[src/rtl/perm_pkg.sv]
`default_nettype none
// ============================================================================
// Package     : perm_pkg
// Description : Shared constants, state encoding and helpers for the
//               24-round permutation datapath.
// Revision    : 1.0 - initial release
// ============================================================================
package perm_pkg;

    localparam int LANE_W    = 64;
    localparam int NUM_LANES = 25;
    localparam int NUM_COLS  = 5;
    localparam int NUM_ROWS  = 5;

    // Lane counter widths: count reaches 25 in the update pass, y reaches 5.
    localparam int CNT_W = 5;
    localparam int XY_W  = 3;

    typedef logic [LANE_W-1:0] lane_t;

    // Column-parity stage sequencer states.
    typedef enum logic [2:0] {
        CP_IDLE = 3'd0,
        CP_RD   = 3'd1,
        CP_CALC = 3'd2,
        CP_UPD  = 3'd3,
        CP_DONE = 3'd4
    } cp_state_e;

    // Rotate a lane left by one; the top bit wraps into bit 0.
    function automatic lane_t rotl1(input lane_t v);
        return {v[LANE_W-2:0], v[LANE_W-1]};
    endfunction

endpackage : perm_pkg
`default_nettype wire

[src/rtl/lane_xy_counter.sv]
`default_nettype none
// ============================================================================
// Module      : lane_xy_counter
// Description : Lane position counter. Walks cnt = 5*y + x with separate
//               x and y counters so no divide/modulo is needed. Terminal
//               count is 24, or 25 when wrap_ext_i is set.
// Revision    : 1.0 - initial release
// ============================================================================
module lane_xy_counter
    import perm_pkg::*;
(
    input  logic             clk,
    input  logic             rst,
    input  logic             clr_i,
    input  logic             en_i,
    input  logic             wrap_ext_i,
    output logic [CNT_W-1:0] cnt_o,
    output logic [XY_W-1:0]  x_o,
    output logic [XY_W-1:0]  y_o,
    output logic             last_o
);

    logic [CNT_W-1:0] cnt_q, cnt_d;
    logic [XY_W-1:0]  x_q, x_d;
    logic [XY_W-1:0]  y_q, y_d;

    assign cnt_o  = cnt_q;
    assign x_o    = x_q;
    assign y_o    = y_q;
    assign last_o = wrap_ext_i ? (cnt_q == CNT_W'(NUM_LANES))
                               : (cnt_q == CNT_W'(NUM_LANES - 1));

    // Next position: clear wins, terminal count wraps to zero, else step x then y.
    always_comb begin
        cnt_d = cnt_q;
        x_d   = x_q;
        y_d   = y_q;
        if (clr_i) begin
            cnt_d = '0;
            x_d   = '0;
            y_d   = '0;
        end else if (en_i) begin
            if (last_o) begin
                cnt_d = '0;
                x_d   = '0;
                y_d   = '0;
            end else begin
                cnt_d = cnt_q + CNT_W'(1);
                if (x_q == XY_W'(NUM_COLS - 1)) begin
                    x_d = '0;
                    y_d = y_q + XY_W'(1);
                end else begin
                    x_d = x_q + XY_W'(1);
                end
            end
        end
    end

    // Position registers.
    always_ff @(posedge clk or negedge rst) begin
        if (!rst) begin
            cnt_q <= '0;
            x_q   <= '0;
            y_q   <= '0;
        end else begin
            cnt_q <= cnt_d;
            x_q   <= x_d;
            y_q   <= y_d;
        end
    end

endmodule : lane_xy_counter
`default_nettype wire

[src/rtl/col_parity_stage.sv]
`default_nettype none
// ============================================================================
// Module      : col_parity_stage
// Description : Column-parity (theta) round step. Reads all 25 lanes to
//               build the column parities C[x], then rewrites every lane
//               as A ^ D[x] with D[x] = C[x-1] ^ rotl1(C[x+1]), and pulses
//               done1 for the round controller.
// Revision    : 1.0 - initial release
// ============================================================================
module col_parity_stage #(
    parameter int LANE_W = 64,
    parameter int ADDR_W = 5
) (
    input  logic              clk,
    input  logic              rst,
    input  logic              colParity_en,
    output logic              done1,
    output logic [ADDR_W-1:0] mem_rd_addr,
    input  logic [LANE_W-1:0] mem_rd_data,
    output logic              mem_wr_en,
    output logic [ADDR_W-1:0] mem_wr_addr,
    output logic [LANE_W-1:0] mem_wr_data
);

    import perm_pkg::*;

    cp_state_e         state_q, state_d;
    logic              armed_q, armed_d;
    logic [LANE_W-1:0] c_q [NUM_COLS];
    logic [LANE_W-1:0] c_d [NUM_COLS];
    logic [LANE_W-1:0] w_d [NUM_COLS];
    // Column of the lane whose read data arrives this cycle.
    logic [XY_W-1:0]   px_q;

    logic [CNT_W-1:0]  w_cnt;
    logic [XY_W-1:0]   w_x;
    logic [XY_W-1:0]   w_y;
    logic              w_last;
    logic              w_cnt_clr;
    logic              w_cnt_en;
    logic              w_wrap_ext;
    logic              w_wr_en;

    lane_xy_counter u_cnt (
        .clk        (clk),
        .rst        (rst),
        .clr_i      (w_cnt_clr),
        .en_i       (w_cnt_en),
        .wrap_ext_i (w_wrap_ext),
        .cnt_o      (w_cnt),
        .x_o        (w_x),
        .y_o        (w_y),
        .last_o     (w_last)
    );

    // Correction terms are purely combinational from the parity registers.
    for (genvar gx = 0; gx < NUM_COLS; gx++) begin : g_dcol
        assign w_d[gx] = c_q[(gx + NUM_COLS - 1) % NUM_COLS]
                       ^ rotl1(c_q[(gx + 1) % NUM_COLS]);
    end

    // Sequencer: arm on low enable, accumulate parities, then rewrite lanes.
    always_comb begin
        state_d    = state_q;
        armed_d    = armed_q;
        c_d        = c_q;
        w_cnt_clr  = 1'b0;
        w_cnt_en   = 1'b0;
        w_wrap_ext = 1'b0;
        case (state_q)
            CP_IDLE: begin
                w_cnt_clr = 1'b1;
                if (!colParity_en) begin
                    armed_d = 1'b1;
                end else if (armed_q) begin
                    armed_d = 1'b0;
                    for (int i = 0; i < NUM_COLS; i++) c_d[i] = '0;
                    state_d = CP_RD;
                end
            end
            CP_RD: begin
                w_cnt_en = 1'b1;
                // First read cycle has no data yet.
                if (w_cnt != '0) c_d[px_q] = c_q[px_q] ^ mem_rd_data;
                if (w_last) state_d = CP_CALC;
            end
            CP_CALC: begin
                // Lane 24 arrives now; it always sits in the last column.
                c_d[NUM_COLS-1] = c_q[NUM_COLS-1] ^ mem_rd_data;
                state_d         = CP_UPD;
            end
            CP_UPD: begin
                w_cnt_en   = 1'b1;
                w_wrap_ext = 1'b1;
                if (w_last) state_d = CP_DONE;
            end
            CP_DONE: begin
                w_cnt_clr = 1'b1;
                state_d   = CP_IDLE;
            end
            default: begin
                w_cnt_clr = 1'b1;
                state_d   = CP_IDLE;
            end
        endcase
    end

    // State, arm flag, parity registers and delayed column index.
    always_ff @(posedge clk or negedge rst) begin
        if (!rst) begin
            state_q <= CP_IDLE;
            armed_q <= 1'b1;
            px_q    <= '0;
            for (int i = 0; i < NUM_COLS; i++) c_q[i] <= '0;
        end else begin
            state_q <= state_d;
            armed_q <= armed_d;
            px_q    <= w_x;
            for (int i = 0; i < NUM_COLS; i++) c_q[i] <= c_d[i];
        end
    end

    // Write-back of lane cnt-1 overlaps the read of lane cnt.
    assign w_wr_en = (state_q == CP_UPD) && (w_cnt != '0);

    // Memory-side outputs; all idle values are zero.
    always_comb begin
        done1       = (state_q == CP_DONE);
        mem_wr_en   = w_wr_en;
        mem_rd_addr = '0;
        mem_wr_addr = '0;
        mem_wr_data = '0;
        // y reaches NUM_ROWS only on the final write-only update cycle.
        if ((state_q == CP_RD) ||
            ((state_q == CP_UPD) && (w_y != XY_W'(NUM_ROWS)))) begin
            mem_rd_addr = ADDR_W'(w_cnt);
        end
        if (w_wr_en) begin
            mem_wr_addr = ADDR_W'(w_cnt - CNT_W'(1));
            mem_wr_data = mem_rd_data ^ w_d[px_q];
        end
    end

endmodule : col_parity_stage
`default_nettype wire

[config.mk]
export PLATFORM = sky130hd
export DESIGN_NAME = col_parity_stage
export DESIGN_NICKNAME = d
export VERILOG_FILES = /design/src/rtl/perm_pkg.sv /design/src/rtl/lane_xy_counter.sv /design/src/rtl/col_parity_stage.sv
export SDC_FILE = /design/constraint.sdc
export NUM_CORES = 1
export LEC_CHECK = 0
export ABC_AREA = 1
export CAP_MARGIN = 5
export CORE_ASPECT_RATIO = 1.25
export CORE_MARGIN = 3
export CORE_UTILIZATION = 55
export DETAILED_ROUTE_END_ITERATION = 12
export PLACE_DENSITY_LB_ADDON = 0.08
export SLEW_MARGIN = 5
export SYNTH_ARGS = -nofsm -noshare
export SYNTH_HDL_FRONTEND = slang
export SYNTH_HIERARCHICAL = 1
export SYNTH_SLANG_ARGS = --single-unit
[constraint.sdc]
create_clock -name clk -period 3.3 [get_ports clk]
set_clock_uncertainty 0.15 [all_clocks]
set_input_delay 0.33 -clock clk [delete_from_list [all_inputs] [get_ports clk]]
set_output_delay 0.33 -clock clk [all_outputs]
set_load 0.01 [all_outputs]
# Yosys cells after proc, flatten, opt, wreduce, memory -nomap -nowiden
# Index checks and enable logic that the tools add are counted.
classes:
  n_addsub: 4
  n_mul: 0
  n_div: 0
  n_lt_le_gt_ge: 2
  eq_ne: 15
  shift: 0
  mux: 37
  bitwise: 9
  n_reduce_logical: 14
ops:
  columns: ["op", "count"]
  rows:
  - ["$mux W320", 3]
  - ["$pmux W256 S2", 1]
  - ["$xor A64 B64 Y64", 8]
  - ["$bmux W64 S3", 2]
  - ["$mux W64", 6]
  - ["$bwmux W320", 1]
  - ["$demux W64 S3", 1]
  - ["$pmux W64 S3", 1]
  - ["$mux W3", 12]
  - ["$mux W5", 5]
  - ["$pmux W3 S4", 1]
  - ["$reduce_and A4 Y1", 3]
  - ["$eq A5 B5 Y1 const B", 2]
  - ["$add A3 B1 Y3 const B", 2]
  - ["$eq A3 B2 Y1 const B", 2]
  - ["$eq A3 B3 Y1 const B", 2]
  - ["$ne A2 B1 Y1 const B", 3]
  - ["$ne A2 B2 Y1 const B", 3]
  - ["$add A5 B1 Y5 const B", 1]
  - ["$reduce_bool A5 Y1", 1]
  - ["$sub A5 B1 Y5 const B", 1]
  - ["$ge A4 B4 Y1 const B", 1]
  - ["$lt A4 B1 Y1 const B", 1]
  - ["$mux W1", 4]
  - ["12 further kinds", 14]
totals:
  regBits: 338
  latch_bits: 0
  ram_bits: 0
  romBits: 0
  input_bits: 67
  out_inout_bits: 76
  elab_cells: 92
  n_memories: 0

# Longest topological paths before layout
depth:
  word_depth: 8
  mapped_depth: 14
  depth_no_buf: 12

# Cells and area by module
# The synthesis kept the hierarchy.
by_module_without_submodules:
  columns: ["module", "n_inst", "cells_each", "area_each_um2"]
  rows:
  - ["col_parity_stage", 1, 3918, 25100.3]
  - ["lane_xy_counter", 1, 76, 645.6]

# Least setup slack after synthesis
# OpenSTA, ideal clock, no wires.
synth_timing:
  kind: "reg-to-output"
  startpoint: "reg u_cnt.cnt_q[0], in the netlist u_cnt/cnt_o[0]"
  endpoint: "out mem_wr_data[51]"
  arrival_time_ns: 1.683
  t_required_ns: 2.820
  path_slack_ns: 1.137
  stages_incl_launch_ff: 12
  path_buffers: 2
  cell_sequence: "dfrtp_1 > inv_1 > ha_1 > nand2_1 > nor2_1 > nand2_1 > nand2_1 > inv_1 > buf_2 > buf_2 > nand2_1 > nor2_1"
synth_via:
  elab_chain_cells: 3
synth_rtl:
  columns: ["item", "line_no", "text"]
  rows:
  - ["from (decl)", "lane_xy_counter.sv:23", "logic [CNT_W-1:0] cnt_q, cnt_d;"]
  - ["from (signal assigned)", "lane_xy_counter.sv:66", "cnt_q <= cnt_d;"]
  - ["$reduce_bool A5 Y1", "col_parity_stage.sv:124", "assign w_wr_en = (state_q == CP_UPD) && (w_cnt != '0);"]
  - ["$logic_and A1 B1 Y1", "col_parity_stage.sv:124", null]
  - ["via mem_wr_en", "col_parity_stage.sv:20", "output logic mem_wr_en,"]
  - ["$mux W64", "col_parity_stage.sv:138", "if (w_wr_en) begin"]
  - ["to (decl)", "col_parity_stage.sv:22", "output logic [LANE_W-1:0] mem_wr_data"]
# The timed path passes the listed nets, and every way through them passes these cells.

# Worst setup path in the final report
layout_timing:
  startpoint: "reg px_q[2]"
  endpoint: "out mem_wr_data[16]"
layout_via:
  elab_chain_cells: 6
layout_rtl:
  columns: ["item", "line_no", "text"]
  rows:
  - ["from (decl)", "col_parity_stage.sv:33", "logic [XY_W-1:0] px_q;"]
  - ["from (signal assigned)", "col_parity_stage.sv:118", "px_q <= w_x;"]
  - ["$not A3 Y4 (implied by the code)", "col_parity_stage.sv:140", "mem_wr_data = mem_rd_data ^ w_d[px_q];"]
  - ["$bmux W64 S3", "col_parity_stage.sv:140", null]
  - ["$mux W64 (implied by the code) (2 in a row)", "col_parity_stage.sv:140", null]
  - ["$xor A64 B64 Y64", "col_parity_stage.sv:140", null]
  - ["$mux W64", "col_parity_stage.sv:138", null]
# No other way between the ends. The select of a mux whose other input is x is not followed.

==> metrics.md <==
| Metric | Value |
|---|---|
| CTS tree | `yes` |
| Worst hold path type | `in2async` |
| GP Congestion | `roughly 0.87` |
| Die Wd | `~200 um` |
| LEAKAGE | `between 15 and 20 nW` |
| Port bufs | `142` |
| Synth async-reset ratio | `between 90% and 100%` |
| Area Overhead vs Synth | `15.4%` |
| Crit. End Element | `output port` |
| RSZ-0062 raised after global routing | `true` |
| FF-to-FF Start | `px_q[0]$_DFF_PN0_` |
| Final WS setup | `-0.0449 ns` |
| Synth area leaders | `dfrtp_1 33%, nand2_1 18%, inv_1 6.9%, xor2_1 6.9%, nor2_1 6.7%` |
| Vias per inst | `between 5 and 6` |
| Maximum clock frequency | `around 300 MHz` |
| Crit path required time | `between 2 and 3 ns` |
| Crit path max fanout | `14` |
| Via Count | `between 20k and 30k` |
| # rows | `around 90` |
| Global-route wire length before repair | `between 100000 and 150000 um` |
| Inst Count DP | `between 4k and 5k` |
| Max Cap Viol | `0` |
| Multi-input combinational cell area | `14400 um2` |
| Most used cells in the layout excluding fill and tap cells | `1228 x nand2_1, 474 x inv_1, 449 x nor2_1` |
| Dpl hpwl | `between 50000 and 60000 um` |
| Final setup viols | `1` |
| Die Y | `248 um` |
| Register Area | `about 8500 um2` |
| Hold WS | `approximately 0.2 ns` |
| Clk slew on worst S/H paths | `around 0.070 ns` |
| Fillers | `~4.3k` |
| CORE AREA | `around 46000 um2` |
| Share of layout cells above drive strength 1 | `~5.8%` |
| DR DRC count | `0` |
| Period minus WS final | `~3.3 ns` |
| Clock root cell | `clkbuf_16` |
| Syn_nets | `around 4.1k` |
| PwrDens | `about 1200 nW/um2` |
| Largest area contributor in the netlist | `dfrtp_1` |
| CTS H-tree lvls | `2` |
| Die area | `approximately 49000 um2` |
| Drt pass-1 iters | `6` |
| Gr usage total | `about 35%` |
| Post-Layout Cell Count | `~4.7k` |
| Setup WS pre-CTS | `between 0.3 and 0.4 ns` |
| Crit path launch | `px_q[2]$_DFF_PN0_` |
| Final net count | `roughly 4.1k` |
| Initial Util | `55.7%` |
| Top Ports | `between 100 and 150` |
| Initial DRC Count | `2592` |
| Outcome | `complete, but fails checks` |
| CTS Buf Count | `39` |
| Kind of critical path | `reg2out` |
| Synth Area per Inst | `6.45 um2` |
| Largest net degree at the start of global routing | `~110` |
| Remaining global-route overflow | `0` |
| Antenna Cells | `0` |
| Most common cell after layout, fill and taps aside | `nand2_1` |
| Final hold vios | `0` |
| CP Launch Type | `flip-flop` |
| Final core occ | `64.3%` |
| Most used flip-flop cell after synthesis | `dfrtp_1` |
| Clk_lat worst skew | `roughly 0.56 ns` |
| Routed Antenna Nets | `0` |
| Post-synth EDFFs | `0` |
| #FFs+latches synth | `roughly 340` |
| CTS sink cnt | `338` |
| Max-Slew Margin vs Limit | `approximately a quarter` |
| WL/cell | `19.2 um` |
| Violated checks | `setup timing` |
| WL final | `about 90000 um` |
| Cells after synthesis | `between 3k and 4k` |
| Vias in the first global route | `between 20k and 25k` |
| Worst-Margin Slew | `about 1.1 ns` |
| VDD IR max | `0.696 mV` |
| Seq/Total Area, Yosys | `between 30% and 40%` |
| Initial antenna violation count | `1` |
| Yosys top cell area share | `32.8%` |
| Synth Cell Area | `approximately 26000 um2` |
| Warnings, synthesis | `6` |
| Fin crit share | `101%` |
| Slew Limit Fails | `0` |
| Worst path arrival time | `approximately 2.9 ns` |
| Clk buf depth | `3` |
| Post-synth cell types | `38` |
[flip-flops by register name, indices dropped and copies added (netlist names)]
| signal | flops |
|---|---|
| c_q | 320 |
| armed_q | 1 |
| px_q | 3 |
| u_cnt/y_o | 3 |
| u_cnt/cnt_o | 5 |
| state_q | 3 |
| u_cnt/x_o | 3 |
[stage by stage]
step	setup TNS [ns]	total power, mW	area, um2
2_1_floorplan	0	23.2	25700
3_3_place_gp	0	29.6	27700
3_5_place_dp	0	29.9	27700
4_1_cts	-0.0677	35.2	29400
5_1_grt	-0.291	38.7	29700
6_report	-0.0449	36.0	29700
[metal layers]
| layer | GRT usage (%) | wire length, um |
|---|---|---|
| met1 | 45.7 | 35000 |
| met2 | 59.5 | 42000 |
| met3 | 4.81 | 8210 |
| met4 | 16.1 | 4590 |
| met5 | 0 | 10 |
[cells in the mapped netlist, types with 5 or more instances]
cell         n
buf_2       59
o21ai_1    242
inv_1      476
inv_2        7
dfrtp_1    337
nor2_4       6
nand3_2      5
o21ai_0     76
buf_6       25
xor2_1     203
nand3_1    291
nand2_2      7
a21oi_1    122
o31ai_1      7
buf_4       24
clkbuf_2    17
nand4_1     22
nor3_1      15
ha_1         5
nand3b_1    32
nand2_1   1233
o22ai_1     85
a21boi_1     9
clkbuf_1    59
xnor2_1     83
o211ai_1    32
nor2_1     459
buf_1       40
[cell families after synthesis]
family | count (synthesis) | share of synthesized area [%]
adders and majority gates | 5 | 0.243
AOI/OAI and AO/OA | 579 | 12.3
buffers and inverters | 709 | 11.8
and+or+nand+nor | 2077 | 33.0
xor gates and xnor gates | 286 | 9.73
DFF | 338 | 32.9
[report_power, final]
group / total, mW / leakage (nW) / internal, mW / switching [mW]
logic: 22.6 / 10.7 / 8.21 / 14.4
registers: 8.70 / 4.42 / 5.97 / 2.73
clock network: 4.67 / 0.668 / 2.78 / 1.89
[timing repair]
item | in CTS | in global routing
hold endpoints to repair | 69 | 0
hold buffers | 1 | 0
pin swaps | 13 | 7
resized for setup | 52 | 45
endpoints found under the setup margin | 64 | 39
setup buffers | 11 | 12
cloned | 6 | 4
[layout make-up]
type,instances,share of cell area [%]
repair buffers,248,9.87
clock inverters,15,0.619
clock buffers,55,3.93
inverters,485,6.19
flip-flops and latches,338,28.5
well taps,585,2.46
multi-input cells,2947,48.4
[worst max-delay path, stage by stage, from the launching register on]
cell and delay [ns]:
dfrtp_4 0.55, nor2_4 0.22, nand2_8 0.17, buf_16 0.21
o22ai_1 0.24, nor2_1 0.11, nand3_1 0.08, nand2_1 0.05
nor2_1 0.08, clkdlybuf4s50_1 0.57
[final timing paths]
path | end | slack, ns | depth (start not counted)
hold / removal | c_q[17]$_DFFE_PN0P_ | 0.20 | 2
hold reg to reg | armed_q$_DFFE_PN1N_ | 0.35 | 2
max in group asynchronous | c_q[48]$_DFFE_PN0P_ | 1.89 | 3
setup / recovery | mem_wr_data[16] | -0.04 | 9
setup reg to reg | c_q[80]$_DFFE_PN0P_ | 0.57 | 9
min in group clk | armed_q$_DFFE_PN1N_ | 0.21 | 2
No activity file was read; power rests on OpenSTA's default activity.
